### src/rtl/cpu_pkg.sv
// Shared encodings for the decode/execute stage: opcodes, functs, alu_op/alu_ctr codes, control bundle.
// The optional shift operations are enabled with the CPU_SHIFT_EN macro (see cpu_decode_exec).
package cpu_pkg;

  localparam logic [5:0] OP_RTYPE = 6'h00;
  localparam logic [5:0] OP_LW    = 6'h23;
  localparam logic [5:0] OP_SW    = 6'h2B;
  localparam logic [5:0] OP_BEQ   = 6'h04;
  localparam logic [5:0] OP_ADDI  = 6'h08;

  localparam logic [5:0] F_SLL = 6'h00;
  localparam logic [5:0] F_SRL = 6'h02;
  localparam logic [5:0] F_ADD = 6'h20;
  localparam logic [5:0] F_SUB = 6'h22;
  localparam logic [5:0] F_AND = 6'h24;
  localparam logic [5:0] F_OR  = 6'h25;
  localparam logic [5:0] F_NOR = 6'h27;
  localparam logic [5:0] F_SLT = 6'h2A;

  typedef enum logic [1:0] {
    ALUOP_ADD   = 2'b00,
    ALUOP_SUB   = 2'b01,
    ALUOP_FUNCT = 2'b10,
    ALUOP_NOP   = 2'b11
  } alu_op_e;

  typedef enum logic [3:0] {
    ALU_AND = 4'b0000,
    ALU_OR  = 4'b0001,
    ALU_ADD = 4'b0010,
    ALU_SUB = 4'b0110,
    ALU_SLT = 4'b0111,
    ALU_SLL = 4'b1000,
    ALU_SRL = 4'b1001,
    ALU_NOR = 4'b1100,
    ALU_INV = 4'b1111
  } alu_ctr_e;

  typedef struct packed {
    logic    reg_dst;
    logic    reg_wrt;
    logic    alu_src;
    logic    mem_reg;
    logic    mem_read;
    logic    mem_wrt;
    logic    branch;
    alu_op_e alu_op;
  } ctrl_t;

endpackage

### src/rtl/cpu_alu.sv
// Combinational ALU: alu_ctr selects the operation on a/b (shamt for shifts); invalid codes give 0.
module cpu_alu
  import cpu_pkg::*;
#(
  parameter int XLEN = 32
) (
  input  alu_ctr_e          alu_ctr,
  input  logic [XLEN-1:0]   a,
  input  logic [XLEN-1:0]   b,
  input  logic [4:0]        shamt,
  output logic [XLEN-1:0]   result,
  output logic              zero
);

  logic lt;
  assign lt = $signed(a) < $signed(b);

  always_comb begin
    result = '0;
    case (alu_ctr)
      ALU_AND: result = a & b;
      ALU_OR:  result = a | b;
      ALU_ADD: result = a + b;
      ALU_SUB: result = a - b;
      ALU_SLT: result = {{(XLEN-1){1'b0}}, lt};
      ALU_SLL: result = b << shamt;
      ALU_SRL: result = b >> shamt;
      ALU_NOR: result = ~(a | b);
      default: result = '0;
    endcase
  end

  assign zero = (result == '0);

endmodule

### src/rtl/cpu_decode_exec.sv
// Registered decode/execute stage: main decode, ALU-control decode and ALU, one instruction per cycle.
// Define CPU_SHIFT_EN to decode R-type sll/srl; otherwise those functs are invalid.
module cpu_decode_exec
  import cpu_pkg::*;
#(
  parameter int XLEN = 32
) (
  input  logic            clk,
  input  logic            rst_n,
  input  logic            in_valid,
  input  logic [31:0]     inst,
  input  logic [XLEN-1:0] rs_data,
  input  logic [XLEN-1:0] rt_data,
  output logic            out_valid,
  output logic [XLEN-1:0] alu_out,
  output logic            zf,
  output logic            branch_taken,
  output logic            reg_wrt,
  output logic            mem_read,
  output logic            mem_wrt,
  output logic            mem_reg,
  output logic [4:0]      addr_dst,
  output logic [XLEN-1:0] store_data
);

`ifdef CPU_SHIFT_EN
  localparam bit SHIFT_EN = 1'b1;
`else
  localparam bit SHIFT_EN = 1'b0;
`endif

  function automatic ctrl_t main_decode(input logic [5:0] op);
    ctrl_t c;
    c = '0;
    c.alu_op = ALUOP_NOP;
    case (op)
      OP_RTYPE: begin
        c.reg_dst = 1'b1;
        c.reg_wrt = 1'b1;
        c.alu_op  = ALUOP_FUNCT;
      end
      OP_LW: begin
        c.reg_wrt  = 1'b1;
        c.alu_src  = 1'b1;
        c.mem_reg  = 1'b1;
        c.mem_read = 1'b1;
        c.alu_op   = ALUOP_ADD;
      end
      OP_SW: begin
        c.alu_src = 1'b1;
        c.mem_wrt = 1'b1;
        c.alu_op  = ALUOP_ADD;
      end
      OP_BEQ: begin
        c.branch = 1'b1;
        c.alu_op = ALUOP_SUB;
      end
      OP_ADDI: begin
        c.reg_wrt = 1'b1;
        c.alu_src = 1'b1;
        c.alu_op  = ALUOP_ADD;
      end
      default: c.alu_op = ALUOP_NOP;
    endcase
    return c;
  endfunction

  function automatic alu_ctr_e alu_decode(input alu_op_e alu_op, input logic [5:0] funct);
    alu_ctr_e r;
    r = ALU_INV;
    case (alu_op)
      ALUOP_ADD: r = ALU_ADD;
      ALUOP_SUB: r = ALU_SUB;
      ALUOP_FUNCT: begin
        case (funct)
          F_ADD:   r = ALU_ADD;
          F_SUB:   r = ALU_SUB;
          F_AND:   r = ALU_AND;
          F_OR:    r = ALU_OR;
          F_NOR:   r = ALU_NOR;
          F_SLT:   r = ALU_SLT;
          F_SLL:   r = SHIFT_EN ? ALU_SLL : ALU_INV;
          F_SRL:   r = SHIFT_EN ? ALU_SRL : ALU_INV;
          default: r = ALU_INV;
        endcase
      end
      default: r = ALU_INV;
    endcase
    return r;
  endfunction

  ctrl_t           ctrl;
  alu_ctr_e        alu_ctr;
  logic [XLEN-1:0] imm_ext;
  logic [XLEN-1:0] operand_b;
  logic [XLEN-1:0] result;
  logic            zero;
  logic            wrt_en;
  logic            unused_rs_field;

  // rs is resolved by the register file upstream; only its value arrives here.
  assign unused_rs_field = ^inst[25:21];

  always_comb begin
    ctrl      = main_decode(inst[31:26]);
    alu_ctr   = alu_decode(ctrl.alu_op, inst[5:0]);
    imm_ext   = {{(XLEN-16){inst[15]}}, inst[15:0]};
    operand_b = ctrl.alu_src ? imm_ext : rt_data;
    wrt_en    = ctrl.reg_wrt && !((ctrl.alu_op == ALUOP_FUNCT) && (alu_ctr == ALU_INV));
  end

  cpu_alu #(.XLEN(XLEN)) u_alu (
    .alu_ctr (alu_ctr),
    .a       (rs_data),
    .b       (operand_b),
    .shamt   (inst[10:6]),
    .result  (result),
    .zero    (zero)
  );

  // Side-effecting strobes are qualified by in_valid; data fields just follow the inputs.
  always_ff @(posedge clk or negedge rst_n) begin
    if (!rst_n) begin
      out_valid    <= 1'b0;
      alu_out      <= '0;
      zf           <= 1'b0;
      branch_taken <= 1'b0;
      reg_wrt      <= 1'b0;
      mem_read     <= 1'b0;
      mem_wrt      <= 1'b0;
      mem_reg      <= 1'b0;
      addr_dst     <= '0;
      store_data   <= '0;
    end else begin
      out_valid    <= in_valid;
      alu_out      <= result;
      zf           <= zero;
      branch_taken <= in_valid & ctrl.branch & zero;
      reg_wrt      <= in_valid & wrt_en;
      mem_read     <= in_valid & ctrl.mem_read;
      mem_wrt      <= in_valid & ctrl.mem_wrt;
      mem_reg      <= ctrl.mem_reg;
      addr_dst     <= ctrl.reg_dst ? inst[15:11] : inst[20:16];
      store_data   <= rt_data;
    end
  end

endmodule

### config.mk
export PLATFORM = sky130hd
export DESIGN_NAME = cpu_decode_exec
export DESIGN_NICKNAME = d
export VERILOG_FILES = /design/src/rtl/cpu_pkg.sv /design/src/rtl/cpu_alu.sv /design/src/rtl/cpu_decode_exec.sv
export SDC_FILE = /design/constraint.sdc
export NUM_CORES = 1
export LEC_CHECK = 0
export BUFFER_PORTS_ARGS = -buffer_cell sky130_fd_sc_hd__buf_4
export CAP_MARGIN = 20
export CORE_MARGIN = 1
export CORE_UTILIZATION = 40
export CTS_BUF_LIST = sky130_fd_sc_hd__clkbuf_2
export DETAILED_ROUTE_END_ITERATION = 6
export PLACE_DENSITY_LB_ADDON = 0.05
export SKIP_LAST_GASP = 1
export SYNTH_ARGS = -nofsm -noshare
export SYNTH_HDL_FRONTEND = slang
export SYNTH_SLANG_ARGS = --single-unit
### constraint.sdc
create_clock -name clk -period 0.8 [get_ports clk]
set_input_delay 0.04 -clock clk [delete_from_list [all_inputs] [get_ports clk]]
set_output_delay 0.04 -clock clk [all_outputs]
set_load 0.02 [all_outputs]
==> flow_results.org, run 1 <==
** Status
- The flow ran to the end, but the final reports show violations.
- The checks that failed: hold timing, setup timing.

** GRT
- Pin count of the biggest net entering global routing :: 41
- For this run the aggregate overflow at the end of global routing stands at 0.
- Vias in the first global route :: 10.5k
- Initial antenna violation count :: 1
- The first global-routing pass estimated 55,800 um of wire.
- Global routing usage summed across all routing layers :: 35.5%

** Drt
- After the first detailed-routing iteration, the DRC count stood at 954.
- Via-per-instance ratio :: 5.48
- Summing over every cut layer, the via total after detailed routing is 10.9k.
- Post-route DRC violation count :: 0
- Summed over all layers, the routed wires come to 38,300 um.
- Once detail routing completed, the nets flagged for antenna violations numbered 0.
- The first TritonRoute pass finished after 6 iterations.
- After detailed routing, the average wire length per cell comes to 19.4 um.

** Setup path
- At the worst endpoint, the arrival time is 5.09 ns.
- Required time worst endpoint :: 1.35 ns
- The critical path starts at inst[27].
- Element type at the critical path end :: flip-flop
- Startpoint-to-endpoint class of the critical path :: in2reg
- Of all nets on the critical path, the largest fanout is 7.
- The worst setup path is launched from an input pin.

** Clock tree
- After clock tree synthesis, the clock-pin slew on the worst setup and hold paths is 0.27 ns.
- The clock passes through at most 2 buffers.
- CTS H-tree depth :: 3
- Clk root buf :: sky130_fd_sc_hd__clkbuf_2
- Clock tree from TritonCTS :: built
- TritonCTS created 9 clock buffers.
- For this design, the sink count on the clock tree is 76.

** Run
- Reported max-cap violation count :: 0

** STA
- Final max-slew violation count :: 0
- Final hold analysis gives a worst-case slack of -0.198 ns.
- For the pin with the worst max-slew slack, the measured transition is 0.759 ns.
- Setup repair after global routing could not meet its margin everywhere.
- Final hold vios :: 4
- Counting I/O delays and the setup requirement, the final critical path takes 4.54 ns.
- The worst pin sits at a relative slew slack of 49.2%.
- After layout, the worst path uses 567% of the clock period.
- Final setup margin :: -3.74 ns
- Achievable clock frequency :: 0.220 GHz
- Final Setup Violations :: 139

** Floorplan
- Core region area :: 19,700 um^2
- Cell Rows :: 51
- Initial core utilization :: 41.1%
- Area of the die :: 20,800 um^2
- Die span in y :: 144 um
- Measured along the x axis, the die boundary spans 144 um.
- In this run the count of I/O pins placed on the die edge is 175.

** Logic synthesis
- Post-Syn Area per Cell :: 7.63 um^2
- Top area cells in the synthesized netlist :: sky130_fd_sc_hd__dfrtp_1 (24%), sky130_fd_sc_hd__ha_1 (16%), sky130_fd_sc_hd__nand2_1 (7.3%)
- Flop and latch count out of synthesis :: 76
- The cell count after synthesis came out at 1,058.
- Area share of the largest cell type after synthesis :: 23.6%
- sky130_fd_sc_hd__dfrtp_1 takes more of the synthesized area than any other cell.
- The cell area that synthesis handed to floorplanning was 8070 um^2.
- The share of the Yosys chip area taken by registers is 23.6%.
- Prevailing post-synth register cell :: sky130_fd_sc_hd__dfrtp_1
- Library cell with the highest instance count after synthesis :: sky130_fd_sc_hd__nand2_1
- Number of warning messages in the yosys log :: 0
- Count of flip-flops with a built-in enable after synthesis :: 0
- After synthesis, the share of flip-flops with an asynchronous set or reset is 100%.
- Leading post-synthesis cells by instance count :: sky130_fd_sc_hd__nand2_1 (156), sky130_fd_sc_hd__inv_1 (107), sky130_fd_sc_hd__ha_1 (101), sky130_fd_sc_hd__dfrtp_1 (76), sky130_fd_sc_hd__o21ai_0 (76)
- After synthesis, the netlist uses 82 different library cells.
- Number of nets produced by synthesis :: 1,260

** Place
- Routability-driven placement finished with a final weighted congestion of 0.984.
- Post-placement setup slack :: -4.48 ns
- Port Buffers :: 169
- Post-DP HPWL :: 27,400 um

** Finish
- Regs by FF count :: alu_out (32), store_data (32), addr_dst (5)
- Synthesis-to-layout area growth :: 96.9%
- Cells with a size suffix above 1 make up 53.8% of the layout.
- The final layout contains 1,910 nets.

** Pwr
- Leakage power total :: 7.83 nW
- Overall power consumption after layout is estimated at 17.5 mW.
- Peak supply drop :: 651 uV
- Dividing total power by cell area gives a power density of 1100 nW/um^2.

** Worst hold path
- The tightest min-delay check is of the in2reg type.
- The path with the worst hold slack has its endpoint at reg_wrt$_DFF_PN0_.
- The worst hold path was traced through 4 stages.
- Startpoint of the lowest-slack hold path :: inst[4]
[layout make-up]
| type | count | area (um^2) |
|---|---|---|
| Clock buffer | 9 | 45.0 |
| Timing Repair inverter | 1 | 16.3 |
| Antenna cell | 1 | 2.50 |
| Timing Repair Buffer | 690 | 5910 |
| Fill cell | 1304 | 3750 |
| Sequential cell | 76 | 1900 |
| Clock inverter | 7 | 98.8 |
| Multi-Input combinational cell | 822 | 7160 |
| Inverter | 108 | 440 |
| Tap cell | 265 | 332 |
[logic make-up after synthesis]
logic type | synth area share, %
AND/OR/NAND/NOR | 21.7
AO/OA/AOI/OAI | 27.1
buffers and inverters | 7.81
adder cells (fa/ha/maj) | 16.1
flip-flops | 23.6
multiplexers | 2.08
XOR/XNOR | 1.63
[how the worst max path moves through the flow]
stage | endpoint | depth (start not counted) | slack, ns
floorplan | branch_taken$_DFF_PN0_ | 21 | -4.07
global placement | branch_taken$_DFF_PN0_ | 20 | -4.35
detailed placement | branch_taken$_DFF_PN0_ | 20 | -4.48
CTS | branch_taken$_DFF_PN0_ | 20 | -3.52
global route | branch_taken$_DFF_PN0_ | 24 | -3.82
finish | branch_taken$_DFF_PN0_ | 24 | -3.74
[per-layer routing]
metal	vias up	wire (um)	GRT usage (%)	part of all wire, %
met5	-	0	0	0
met4	0	1530	14.8	4.0
met3	110	2790	5.70	7.3
met2	505	18100	60.2	47
met1	5169	15900	44.4	41
li1	5066	-	-	-
[report_power, final]
part	internal (mW)	total (mW)	switching, mW	leakage [nW]
Clock	1.05	2.80	1.74	0.0825
Combinational	5.39	10.5	5.16	6.80
Sequential	4.06	4.17	0.109	0.956
Total	10.5	17.5	7.01	7.83
[metrics by stage]
step | TNS, ns | instances | utilization [%] | hold slack (ns) | instance area (um^2)
finish | -111.39 | 1979 | 80.9 | -0.198 | 15900
global route | -120.30 | 1979 | 80.9 | -0.247 | 15900
CTS | -116.19 | 1945 | 75.8 | -0.270 | 14900
detailed placement | -101.11 | 1852 | 65.5 | -0.124 | 12900
global placement | -99.71 | 1852 | 65.5 | -0.122 | 12900
floorplan | -75.27 | 1058 | - | -0.256 | 8390
[critical path: stages]
cell                        delay (ns)
sky130_fd_sc_hd__buf_6            0.09
sky130_fd_sc_hd__or4b_4           0.56
sky130_fd_sc_hd__nand2_4          0.10
sky130_fd_sc_hd__nand2_8          0.12
sky130_fd_sc_hd__clkinv_8         0.12
sky130_fd_sc_hd__buf_6            0.11
sky130_fd_sc_hd__nand2_4          0.05
sky130_fd_sc_hd__nand2_4          0.06
sky130_fd_sc_hd__buf_6            0.10
sky130_fd_sc_hd__ha_4             0.15
sky130_fd_sc_hd__inv_2            0.04
sky130_fd_sc_hd__fa_2             0.38
sky130_fd_sc_hd__nor2b_4          0.16
sky130_fd_sc_hd__o2111ai_4        0.17
sky130_fd_sc_hd__a211oi_2         0.29
sky130_fd_sc_hd__buf_4            0.20
sky130_fd_sc_hd__o21bai_1         0.11
sky130_fd_sc_hd__o211a_1          0.15
sky130_fd_sc_hd__xnor2_1          0.21
sky130_fd_sc_hd__o221ai_2         0.18
sky130_fd_sc_hd__or4_1            0.56
sky130_fd_sc_hd__or4_4            0.50
sky130_fd_sc_hd__or4_4            0.44
sky130_fd_sc_hd__nor3_2           0.18
[cell usage in the layout (no fill, tap or decap), types with 7 or more instances in the layout]
| master | count |
|---|---|
| sky130_fd_sc_hd__clkbuf_2 | 9 |
| sky130_fd_sc_hd__mux2i_1 | 10 |
| sky130_fd_sc_hd__buf_12 | 8 |
| sky130_fd_sc_hd__nand2_1 | 122 |
| sky130_fd_sc_hd__o21bai_1 | 7 |
| sky130_fd_sc_hd__xnor2_1 | 11 |
| sky130_fd_sc_hd__buf_6 | 128 |
| sky130_fd_sc_hd__nand3_1 | 17 |
| sky130_fd_sc_hd__o31ai_1 | 7 |
| sky130_fd_sc_hd__a21oi_4 | 10 |
| sky130_fd_sc_hd__inv_4 | 9 |
| sky130_fd_sc_hd__buf_4 | 504 |
| sky130_fd_sc_hd__a21oi_2 | 27 |
| sky130_fd_sc_hd__a21oi_1 | 39 |
| sky130_fd_sc_hd__nor2b_1 | 10 |
| sky130_fd_sc_hd__nand4_1 | 16 |
| sky130_fd_sc_hd__dlygate4sd3_1 | 47 |
| sky130_fd_sc_hd__ha_4 | 23 |
| sky130_fd_sc_hd__a22oi_1 | 11 |
| sky130_fd_sc_hd__o21ai_2 | 9 |
| sky130_fd_sc_hd__inv_1 | 84 |
| sky130_fd_sc_hd__a221oi_2 | 9 |
| sky130_fd_sc_hd__nor3_1 | 14 |
| sky130_fd_sc_hd__nand2_2 | 15 |
| sky130_fd_sc_hd__nand2_4 | 16 |
| sky130_fd_sc_hd__ha_1 | 73 |
| sky130_fd_sc_hd__a211o_1 | 9 |
| sky130_fd_sc_hd__o21ai_1 | 15 |
| sky130_fd_sc_hd__nor2_1 | 62 |
| sky130_fd_sc_hd__a221o_1 | 7 |
| sky130_fd_sc_hd__o211ai_1 | 11 |
| sky130_fd_sc_hd__inv_2 | 14 |
| sky130_fd_sc_hd__nor4_1 | 7 |
| sky130_fd_sc_hd__nand2b_1 | 11 |
| sky130_fd_sc_hd__a21o_1 | 8 |
| sky130_fd_sc_hd__dfrtp_1 | 76 |
| sky130_fd_sc_hd__o21ai_0 | 50 |
[timing repair]
action / 4_1_cts / 5_1_grt
setup endpoints to repair: 110 / 189
gates cloned: 1 / 1
hold buffers: 48 / 2
pin swaps: 69 / 86
endpoints found under the hold margin: 120 / 18
resized for setup: 263 / 162
setup buffers: 39 / 44
Note: power is estimated with default switching activity, not from simulation.
==> run 2, diff against run 1 <==
- CORE_ASPECT_RATIO: unset -> 1.4
==> flow_results.org, run 2 (synthesis gave the netlist of run 1 again) <==
** Status
- Outcome :: complete, but fails checks
- Violations in the final reports :: hold timing, setup timing

** Clock tree
- Maximum count of clock buffers along a single path :: 2
- Clock Pin Slew Worst Setup and Hold Paths :: 0.25 ns
- Clock net sink count :: 76
- Clock tree from TritonCTS :: built
- Total CTS buffers :: 9
- The clock tree synthesis step divided the H-tree into 3 levels.
- The root buffer cell chosen for the clock tree is sky130_fd_sc_hd__clkbuf_2.

** Finish
- Synthesis-to-layout area growth :: 105%
- In the final layout, the multi-input gates occupy 7340 um^2.
- In the layout the commonest cells are sky130_fd_sc_hd__buf_4 (527), sky130_fd_sc_hd__buf_6 (125), sky130_fd_sc_hd__nand2_1 (121), sky130_fd_sc_hd__inv_1 (79), sky130_fd_sc_hd__dlygate4sd3_1 (77).
- Fraction of layout cells with a size suffix above 1 :: 55.8%
- Total area of sequential cells :: 1900 um^2
- The largest registers in the layout are alu_out (32), store_data (32), addr_dst (5).
- For this run, the post-layout net count is 1,961.
- The finished layout holds 2,017 standard cells, fillers aside.
- Most common library cell in the layout ignoring fill and taps :: sky130_fd_sc_hd__buf_4
- Fill cell instance count of the final layout :: 1,210

** STA
- At the pin with the least slew margin, the transition time is 0.814 ns.
- Setup violations remaining at the end of the flow were counted as 111.
- The number of hold-slack violations in the final timing report came to 6.
- Final setup margin :: -3.68 ns
- The worst pin sits at a relative slew slack of 45.5%.
- Min cycle time layout :: 4.48 ns
- Final total negative setup slack :: -113.81 ns
- Unrepaired setup endpoints after global routing :: true
- Based on the critical path, the design can be clocked at up to 0.223 GHz.
- After layout, the worst path uses 560% of the clock period.
- The number of max-slew violations in the final report was 0.
- Worst hold slack :: -0.211 ns

** Place
- Post-Place Cells :: 1,820
- Port Buffers :: 169
- At the end of routability-driven placement, the weighted congestion stood at 0.953.
- Post-DP HPWL :: 27,800 um

** Setup path
- Crit path arrival time :: 5.11 ns
- STA classifies the critical path endpoint as a flip-flop.
- Sort of element at the start of the critical path :: input pin
- Along the worst path, the maximum fanout reaches 6.
- By startpoint and endpoint, the worst setup path is classified as in2reg.
- Required time worst endpoint :: 1.44 ns

** GRT
- Entering global routing, the biggest net connects 45 pins.
- The via count of the first global-routing pass came to 11.6k.
- The first global-routing pass estimated 60,000 um of wire.
- For this run, the total global-route usage over all layers was measured as 38.0%.
- Global routing finished with a remaining overflow of 0.
- The number of antenna violations at the first check in global routing is 2.

** Floorplan
- Area of the die :: 20,800 um^2
- The initial utilization of the core area, before any placement, comes to 40.7%.
- Cell Rows :: 61
- The core region is 19,800 um^2.
- The die is 122 um wide.
- The die is 170 um tall.
- Pin placement for this block handled 175 I/O pins.

** Drt
- After detailed routing, the number of remaining DRC violations is 0.
- The final layout contains routed wiring with a total length of 40,500 um.
- The final route contains 11.2k vias.
- The first TritonRoute pass finished after 5 iterations.
- Detail Route Antenna Nets :: 0
- After detailed routing, the average wire length per cell comes to 20.1 um.
- First DRT Iteration DRCs :: 776
- Via-per-instance ratio :: 5.57

** Worst hold path
- The worst hold path terminates at mem_reg$_DFF_PN0_.
- Startpoint of the lowest-slack hold path :: inst[28]
- Hold Path Cell Cnt :: 4
- Min-delay worst type :: in2reg

** Pwr
- Leakage power total :: 8.05 nW
- The worst-case IR drop observed on VDD is 930 uV.
- Power spread over the standard cell area amounts to 1100 nW/um^2.

** Run
- Reported max-cap violation count :: 0
[run 2: cell count changes in the layout (fill, tap and decap cells not counted), moves of 5 or more]
cell	previous run	this run
sky130_fd_sc_hd__buf_4	504	527
sky130_fd_sc_hd__dlygate4sd3_1	47	77
sky130_fd_sc_hd__ha_1	73	66
sky130_fd_sc_hd__ha_4	23	29
sky130_fd_sc_hd__inv_1	84	79
sky130_fd_sc_hd__inv_2	14	26
sky130_fd_sc_hd__inv_4	9	2
sky130_fd_sc_hd__nand2_2	15	22
sky130_fd_sc_hd__nand2_4	16	11
sky130_fd_sc_hd__o21ai_2	9	17
[run 2: worst max path at each step]
stage          slack [ns]     start                     end  cells past startpoint
2_1_floorplan       -4.07  inst[31]  branch_taken$_DFF_PN0_                     21
3_3_place_gp        -4.48  inst[31]  branch_taken$_DFF_PN0_                     20
3_5_place_dp        -4.73  inst[31]  branch_taken$_DFF_PN0_                     20
4_1_cts             -3.67  inst[27]  branch_taken$_DFF_PN0_                     21
5_1_grt             -3.75  inst[26]  branch_taken$_DFF_PN0_                     21
6_report            -3.68  inst[26]  branch_taken$_DFF_PN0_                     22
[run 2: area by class of cell]
type | instances | share of cell area, %
diodes | 1 | 0.0152
inverters | 108 | 2.53
multi-input cells | 822 | 44.4
repair buffers | 742 | 38.6
clock buffers | 9 | 0.273
flip-flops and latches | 76 | 11.5
clock inverters | 7 | 0.735
well taps | 252 | 1.91
[run 2: through the flow]
step           utilization [%]  total power, mW  hold WS, ns  area [um^2]  setup slack, ns
2_1_floorplan                -             7.89       -0.256         8390            -4.07
3_3_place_gp              64.1             12.0       0.0216        12700            -4.48
3_5_place_dp              64.1             12.0       0.0222        12700            -4.73
4_1_cts                   79.9             17.1       -0.228        15900            -3.67
5_1_grt                   83.2             18.9       -0.234        16500            -3.75
6_report                  83.2             18.1       -0.211        16500            -3.68
[run 2: where the power goes]
part           leakage, nW  total, mW  switching (mW)  internal, mW
logic                 7.00       10.8            5.31          5.53
registers            0.956       4.17           0.105          4.06
clock network       0.0969       3.13            1.76          1.37
[run 2: worst max-delay path, cell delays in order]
cell and delay [ns]:
sky130_fd_sc_hd__buf_6 0.09, sky130_fd_sc_hd__or4b_4 0.55, sky130_fd_sc_hd__nand2_4 0.10, sky130_fd_sc_hd__nand2_8 0.09, sky130_fd_sc_hd__inv_8 0.09, sky130_fd_sc_hd__buf_12 0.13
sky130_fd_sc_hd__buf_4 0.11, sky130_fd_sc_hd__nand2_2 0.05, sky130_fd_sc_hd__nand2_2 0.06, sky130_fd_sc_hd__inv_2 0.05, sky130_fd_sc_hd__ha_4 0.27, sky130_fd_sc_hd__o211ai_1 0.13
sky130_fd_sc_hd__o21ai_4 0.24, sky130_fd_sc_hd__a21oi_2 0.12, sky130_fd_sc_hd__o21bai_2 0.22, sky130_fd_sc_hd__mux2_4 0.32, sky130_fd_sc_hd__or4_4 0.54, sky130_fd_sc_hd__or4_4 0.44
sky130_fd_sc_hd__or3_1 0.32, sky130_fd_sc_hd__or4_4 0.43, sky130_fd_sc_hd__or4_4 0.54, sky130_fd_sc_hd__nor3_2 0.16
[run 2: per-layer routing]
metal | part of all wire, % | track usage (%) | vias to the layer above
met4 | 7.0 | 26.1 | 2
met2 | 52 | 69.5 | 470
met5 | 0.032 | 0 | -
met1 | 36 | 39.3 | 5404
li1 | - | - | 5169
met3 | 4.7 | 5.23 | 191
[run 2: what timing repair did]
| action | CTS | global route |
|---|---|---|
| setup buffers | 86 | 41 |
| gates resized for setup | 330 | 149 |
| endpoints found under the hold margin | 126 | 82 |
| cloned | 1 | 1 |
| pin swaps | 77 | 89 |
| hold buffers | 80 | 1 |
| setup endpoints to repair | 110 | 119 |
==> run 3, diff against run 2 <==
- CAP_MARGIN: 20 -> unset
- RECOVER_POWER: unset -> 25
- SKIP_LAST_GASP: 1 -> unset
==> flow_results.org, run 3 (synthesis gave the netlist of run 1 again) <==
** Finish
- Total area of sequential cells :: 1900 um^2
- Excluding fillers, the count of instances in the completed layout stands at 2,017.
- The multi-input combinational cells in the finished layout cover a total of 7250 um^2.
- Compared with the post-synthesis result, the final layout area differs by 104%.
- The library cell used most frequently in the layout, excluding fill and tap cells, is sky130_fd_sc_hd__buf_4.
- In the layout the commonest cells are sky130_fd_sc_hd__buf_4 (514), sky130_fd_sc_hd__buf_6 (133), sky130_fd_sc_hd__nand2_1 (124), sky130_fd_sc_hd__inv_1 (80), sky130_fd_sc_hd__dlygate4sd3_1 (77).
- Regs by FF count :: alu_out (32), store_data (32), addr_dst (5)
- Fill cell instance count of the final layout :: 1,218
- Fraction of layout cells with a size suffix above 1 :: 55.0%
- At the end of the flow, the number of nets in the layout was 1,961.
- Design Area, Final :: 16,500 um^2

** STA
- The number of hold-slack violations in the final timing report is 7.
- Unrepaired setup endpoints after global routing :: true
- Setup violations remaining at the end of the flow were counted as 111.
- Final max-slew violation count :: 0
- Once routing completed, OpenROAD measured the worst setup slack at -3.78 ns.
- At the pin with the least slew margin, the transition time is 0.822 ns.
- Final clock period utilization by the worst path :: 572%
- The smallest clock period supported by the final layout is computed as 4.58 ns.
- Achievable clock frequency :: 0.218 GHz
- Measured against its own limit, the worst slew margin works out to 45.0%.
- Final total negative setup slack :: -115.24 ns
- Across all hold checks on the routed design, the worst slack comes to -0.161 ns.

** Drt
- Avg WL per Cell :: 20.6 um
- Final Routed Wirelength :: 41,600 um
- Total number of vias :: 11.4k
- Via-per-instance ratio :: 5.64
- Post-route DRC violation count :: 0
- Detail Route Antenna Nets :: 0
- Pre-Repair DR Iteration Count :: 6
- For this block, the initial DRC count from the detailed router was 726.

** Floorplan
- The floorplan step defined a die boundary enclosing 20,800 um^2.
- Die span in y :: 170 um
- Core region area :: 19,800 um^2
- In this run the count of I/O pins placed on the die edge is 175.
- The floorplan step set the die width to 122 um.
- Cell Rows :: 61
- Once the floorplan was initialized, standard cells occupied 40.7% of the core.

** Place
- Placer congestion estimate :: 0.953
- Buffers placed on the I/O ports in this run total 169.
- Standard cell area after detailed placement :: 12,700 um^2
- Including well taps, the total number of placed cells is 1,820.
- Post-DP HPWL :: 27,800 um

** Setup path
- The critical path starts at inst[26].
- Crit-path leading delay family :: buffers and inverters
- The largest single stage delay on the critical path is 0.55 ns.
- Crit path arrival time :: 5.17 ns
- Crit path buf inv count :: 22
- Critical-path top delay cell :: sky130_fd_sc_hd__or4b_4
- For the worst setup path, the data required time is 1.39 ns.
- The cell that appears most often on the critical path is sky130_fd_sc_hd__buf_6.
- Worst-path fanout max :: 6
- The worst setup path is launched from an input pin.
- The setup path with the least slack is of type in2reg.
- Element type at the critical path end :: flip-flop

** Pwr
- Peak supply drop :: 1170 uV
- Summed over all cells, the static leakage comes to 8.06 nW.
- Power consumption :: 18.1 mW
- Power per unit of standard cell area :: 1100 nW/um^2

** GRT
- Vias in the first global route :: 11.7k
- The number of antenna violations at the first check in global routing came to 2.
- Entering global routing, the biggest net connects 45 pins.
- GRT Residual Overflow :: 0
- Wire length of the first global-routing pass :: 60,400 um
- For this run, the total global-route usage over all layers was measured as 38.1%.

** Clock tree
- CTS H-tree depth :: 3
- TritonCTS built the clock tree.
- Clk root buf :: sky130_fd_sc_hd__clkbuf_2
- Total CTS buffers :: 9
- The clock drives 76 sinks.
- The longest clock path from root to sink contains 2 buffers.
- Clock Pin Slew Worst Setup and Hold Paths :: 0.24 ns

** Run
- Max-cap violations in this run came to 0.

** Worst hold path
- Startpoint of the lowest-slack hold path :: inst[28]
- Min-delay worst type :: in2reg

** Status
- Outcome :: complete, but fails checks
- Violations in the final reports :: hold timing, setup timing
run 3: per-layer routing:
layer  GRT usage (%)  vias to the layer above  part of all wire (%)
li1                -                     5172                     -
met1            39.7                     5487                    36
met2            69.4                      507                    51
met3            5.13                      211                   5.2
met4            26.8                        2                   8.2
met5               0                        -                 0.026
run 3: final timing paths:
check / slack [ns] / cells after the start / to
max in group asynchronous: 0.08 / 4 / store_data[13]$_DFF_PN0_
worst max-delay path: -3.78 / 34 / alu_out[15]$_DFF_PN0_
worst min-delay path: -0.16 / 4 / mem_reg$_DFF_PN0_
min in group asynchronous: 0.38 / 4 / store_data[27]$_DFF_PN0_
run 3: tightest hold or removal path, cell delays in order:
cell and delay [ns]:
sky130_fd_sc_hd__clkbuf_2 0.12, sky130_fd_sc_hd__buf_4 0.15, sky130_fd_sc_hd__or2_4 0.16, sky130_fd_sc_hd__nor2_1 0.05
run 3: final cells by class:
cell class,count,share of cell area [%]
multi-input combinational,822,44.0
timing repair buffer,742,38.9
sequential,76,11.5
inverter,108,2.55
tap,252,1.91
clock inverter,7,0.737
clock buffer,9,0.274
antenna,1,0.0152
run 3: per-stage QoR:
step,hold WS (ns),setup WS (ns),utilization (%)
floorplan,-0.256,-4.07,-
global placement,0.0216,-4.48,64.1
detailed placement,0.0222,-4.73,64.1
CTS,-0.228,-3.67,80.3
global route,-0.207,-3.81,83.0
finish,-0.161,-3.78,83.0
run 3: report_power, final:
group          switching, mW  internal, mW  total, mW  leakage, nW
sequential             0.108          4.06       4.17        0.956
clock                   1.77          1.37       3.13       0.0969
combinational           5.32          5.49       10.8         7.00
total                   7.19          10.9       18.1         8.06
run 3: repair_timing:
item	in CTS	in global routing
resized for setup	353	101
setup buffers	86	17
cloned	1	1
endpoints found under the setup margin	110	120
hold endpoints to repair	126	83
hold buffers	80	1
pin swaps	79	55
